**src/rtl/spu_writeback_queue.sv**
```systemverilog
// Write-back queue for the SPU execute stage.
// Completed results are dropped into a slotted shift queue at a depth equal to
// their remaining functional-unit latency. Slot 0 drives the register-file write
// port, so results retire one per cycle in order of completion. Pending results
// can be looked up by register address for operand forwarding.
module spu_writeback_queue #(
  parameter int DATA_W  = 128,
  parameter int REG_W   = 7,
  parameter int MAX_LAT = 8,
  parameter int LAT_W   = 3
) (
  input  logic              clk,
  input  logic              rst_n,
  input  logic              res_valid,
  output logic              res_ready,
  input  logic [DATA_W-1:0] res_data,
  input  logic [REG_W-1:0]  res_reg,
  input  logic [LAT_W-1:0]  res_latency,
  input  logic              flush,
  output logic              wb_en,
  output logic [REG_W-1:0]  wb_reg,
  output logic [DATA_W-1:0] wb_data,
  input  logic [REG_W-1:0]  fwd_reg,
  output logic              fwd_hit,
  output logic [DATA_W-1:0] fwd_data,
  output logic [LAT_W:0]    occupancy
);

  typedef struct packed {
    logic              valid;
    logic [REG_W-1:0]  dst;
    logic [DATA_W-1:0] data;
  } slot_t;

  // Slot i retires i cycles from now; invalid slots always hold zero fields.
  slot_t slots [MAX_LAT];

  // Accept unless flushing or the entry one slot deeper would shift onto the
  // target slot at this edge (same retire cycle = write-port collision).
  always_comb begin
    // NOTE: every combinational output gets a default first so no path leaves it unassigned (no latch).
    res_ready = 1'b0;
    if (!flush) begin
      if (res_latency == LAT_W'(MAX_LAT - 1)) begin
        res_ready = 1'b1;
      end else begin
        res_ready = !slots[res_latency + LAT_W'(1)].valid;
      end
    end
  end

  // Shift the queue one slot toward retirement, insert or flush.
  always_ff @(posedge clk or negedge rst_n) begin
    if (!rst_n) begin
      // NOTE: the slot array is a handful of flops, not a RAM, so clearing it in reset is cheap and keeps wb_*/fwd_* defined.
      for (int i = 0; i < MAX_LAT; i++) begin
        slots[i] <= '0;
      end
    end else if (flush) begin
      // Slot 0's write happens this cycle; slot 1 is dropped rather than promoted.
      for (int i = 0; i < MAX_LAT; i++) begin
        slots[i] <= '0;
      end
    end else begin
      // NOTE: non-blocking assignments make every slot read its neighbour's pre-edge value, giving a true shift.
      for (int i = 0; i < MAX_LAT - 1; i++) begin
        slots[i] <= slots[i+1];
      end
      slots[MAX_LAT-1] <= '0;
      if (res_valid && res_ready) begin
        slots[res_latency] <= '{valid: 1'b1, dst: res_reg, data: res_data};
      end
    end
  end

  // Slot 0 is the register-file write port.
  always_comb begin
    wb_en   = slots[0].valid;
    wb_reg  = slots[0].valid ? slots[0].dst  : '0;
    wb_data = slots[0].valid ? slots[0].data : '0;
  end

  // Forwarding lookup: the highest matching slot retires last and holds the final value.
  always_comb begin
    fwd_hit  = 1'b0;
    fwd_data = '0;
    for (int i = 0; i < MAX_LAT; i++) begin
      if (slots[i].valid && (slots[i].dst == fwd_reg)) begin
        fwd_hit  = 1'b1;
        fwd_data = slots[i].data;
      end
    end
  end

  // Count of valid slots, including the one being written this cycle.
  always_comb begin
    occupancy = '0;
    for (int i = 0; i < MAX_LAT; i++) begin
      occupancy = occupancy + {{LAT_W{1'b0}}, slots[i].valid};
    end
  end

endmodule

```
**config.mk**
```make
export PLATFORM = sky130hd
export DESIGN_NAME = spu_writeback_queue
export DESIGN_NICKNAME = d
export VERILOG_FILES = /design/src/rtl/spu_writeback_queue.sv
export SDC_FILE = /design/constraint.sdc
export NUM_CORES = 2
export LEC_CHECK = 0
export ABC_CLOCK_PERIOD_IN_PS = 3600
export CORE_UTILIZATION = 53
export DETAILED_ROUTE_END_ITERATION = 8
export PLACE_DENSITY_LB_ADDON = 0.25
export SLEW_MARGIN = 20
export SYNTH_ARGS = -nofsm -noshare
export SYNTH_HDL_FRONTEND = slang
export SYNTH_SLANG_ARGS = --single-unit
```
**constraint.sdc**
```tcl
create_clock -name clk -period 3.6 [get_ports clk]
set_input_delay 0.9 -clock clk [delete_from_list [all_inputs] [get_ports clk]]
set_output_delay 0.9 -clock clk [all_outputs]
set_load 0.05 [all_outputs]
```
==> impl_metrics.toml <==
[status]
status = "finished, violations left"
violations = "negative setup slack"

[logic_synthesis]
synth.distinct_cells = 61
syn_area_per_cell_um2 = 9.37
syn_area_um2 = 52200
synth.area.top_cells = "dfrtp_1 52%, nand2_1 8.6%, mux2i_1 7.8%"
yosysSeqAreaShare_pct = 52.1
synth-seq-cells = 1088
netlist_instances = 5577
synth.net_count = 5735
synth_top_family_by_area = "simple AND/OR/NAND/NOR gates"
synth-simple-area-share_pct = 17.2
synth-edff-count = 0
muxShareOfSynthArea_pct = 7.84
yosys.area.top_type_share_pct = 52.1
synthAdderAreaFrac_pct = 0.273
synthArstFlopShare_pct = 100
yosys.area_share.xor_xnor_pct = 0.956
synth-compound-area-share_pct = 17.1
yosys_warnings = 0
ys_top_cells_by_count = "1,201 x nand2_1, 1,088 x dfrtp_1, 600 x a21oi_1"
synth_ff_type = "dfrtp_1"
yosys.area.top_type = "dfrtp_1"
synth.most_common_cell = "nand2_1"

[floorplan]
start_util_pct = 53.8
die_h_um = 316
core-area_um2 = 97100
dieArea_um2 = 99800
fp.dieW_um = 316
io_pins = 419
rows = 114

[clock_tree]
cts_sinks = 1088
h-tree-depth = 3
insertion_delay_ps = 740
ctsLongestPathBuffers = 3
cts_buffers = 113
cts_tree = "yes"
clock-root-buffer = "clkbuf_16"
clk_pin_slew_ps = 60

[power]
total_power_mw = 26.6
cellPowerDensity_nw_per_um2 = 353
ir_drop_v = 0.000418
power.leakage_nw = 32.3

[worst_setup_path]
reg2reg_from = "wb_en$_DFF_PN0_"
critPathArrivalTime_ps = 3750
reg2reg_slack_ps = -50
critical_path_class = "reg -> out"
path_max_fanout = 2
path_cells = "fa_1 -> inv_2 -> fa_1 -> fa_1 -> inv_2 -> ha_4 -> inv_2 -> fa_2 -> clkinvlp_4 -> buf_12"
cp_top_family = "adder cells"
critPathMaxStageDelay_ps = 540
cp.required_ps = 2700
worstReg2RegEnd = "slots[235]$_DFF_PN0_"
critPathSlowestCell = "fa_2"
rr_worst_depth = 14
cp_num_buf_inv = 5
cp-end-kind = "primary output"
start_kind = "register"

[worst_hold_path]
min_path_type = "in -> async"

[timing]
setup_violations = 178
hold_ws_ps = 121
post-route-min-period_ps = 4650
rsz0062_at_grt = "true"
fin_skew_ps = 29.6
fin_tns_setup_ps = -92940
slew_headroom_pct = 26.2
layout_setup_ws_ps = -1050
hold_violations = 0
drv_slew = 0
fin_crit_sh_pct = 129
max_freq_mhz = 215
worstMarginPinSlew_ps = 1110

[final_layout]
fin_util_pct = 77.7
drive_above_1_share_pct = 27.3
num-nets-final = 6528
nFillCells = 5676
multi_input_area_um2 = 27300
area_growth_pct = 44.5
final-seq-area_um2 = 27200

[detailed_routing]
wl_um = 240000
drt_iter0_drc = 9613
first_pass_iters = 9
wl_per_cell_um = 30.9
antenna_left = 0
viasPerCell = 6.95
drc = 0
via_count = 53931

[placement]
hpwl_um = 132000
io_buffers = 418
place.gp.congestion = 0.904
pre_cts_ws_ps = -1110

[job]
drv_cap = 0

[global_route]
grt_pass1_wl_um = 338000
antenna_found_initial = 22
grt_overflow_total = 0
grt_max_degree = 129
grt_pass1_vias = 53073
grt.total_usage_pct = 45.6
## routing by layer
metal / track usage, % / share of wire (%) / routed length, um / vias up
met5: 0 / 0.029 / 69 / -
met4: 33.1 / 9.2 / 22000 / 10
met3: 14.5 / 14 / 34500 / 1529
met2: 67.2 / 43 / 103000 / 5072
met1: 56.5 / 34 / 80500 / 26295
li1: - / - / - / 21025
## per-stage QoR
stage,area [um2],instances
after CTS,73800,7674
after detailed placement,64500,7276
final,75500,7759
after floorplan,55000,5577
after global routing,75500,7752
after global placement,64500,7276
## what timing repair did
action / 4_1_cts / 5_1_grt
endpoints found under the setup margin: 339 / 137
resized for setup: 573 / 284
pin swaps: 237 / 233
hold buffers: 0 / 0
gates cloned: 49 / 7
buffers inserted: 152 / 91
hold endpoints to repair: 0 / 0
## sequential cells by signal, summed over array words and instances, names as in the netlist
register  count
wb_en         1
slots      1087
## where the power goes
| group | switching [mW] | internal, mW |
|---|---|---|
| Sequential | 0.0991 | 12.4 |
| Clock | 5.28 | 7.17 |
| Combinational | 1.17 | 0.568 |
## kinds of logic (layout without fill, tap and decap cells)
family	count (synthesis)	in the layout
mux	408	408
buf+inv	562	1449
simple gates	2112	2112
other cells	0	19
fa+ha+maj	9	9
flops	1088	1088
compound gates	1341	1341
xor+xnor	57	57
## layout by cell type (no fill, tap or decap), types with 26 or more instances in the layout
cell type / synthesis / routed
and3_1: 47 / 40
mux2i_1: 407 / 407
nor2_1: 443 / 429
o2111ai_4: 0 / 26
buf_8: 0 / 57
inv_1: 54 / 49
nand3_1: 109 / 96
nand2_1: 1201 / 1176
dfrtp_1: 1088 / 1080
a22oi_2: 0 / 59
o2111ai_2: 0 / 41
buf_4: 14 / 463
buf_6: 12 / 156
a211o_1: 39 / 28
o211ai_1: 53 / 53
and2_1: 237 / 234
o21ai_0: 92 / 61
buf_12: 0 / 280
a221oi_2: 0 / 38
clkbuf_8: 0 / 35
buf_16: 0 / 34
o32a_1: 41 / 41
o2111ai_1: 96 / 29
clkdlybuf4s50_1: 0 / 136
a21oi_1: 600 / 595
clkbuf_16: 0 / 137
## worst max-delay path by stage
stage              endpoint       startpoint  slack, ps  cells past startpoint
5_1_grt        occupancy[1]  wb_en$_DFF_PN0_      -1140                     10
3_3_place_gp   fwd_data[76]       fwd_reg[0]      -1100                     11
4_1_cts        occupancy[1]  wb_en$_DFF_PN0_      -1010                     10
6_report       occupancy[1]  wb_en$_DFF_PN0_      -1050                     10
3_5_place_dp   fwd_data[18]       fwd_reg[0]      -1110                     11
2_1_floorplan  occupancy[1]  wb_en$_DFF_PN0_       -270                      9
## area by class of cell
class	count	area share [%]
multi-input cells	3927	36.1
flip-flops and latches	1088	36.1
repair buffers	1186	20.2
clock buffers	165	4.50
well taps	1276	2.11
clock inverters	44	0.673
inverters	54	0.278
diodes	19	0.0630
No activity file was read; power rests on OpenSTA's default activity.
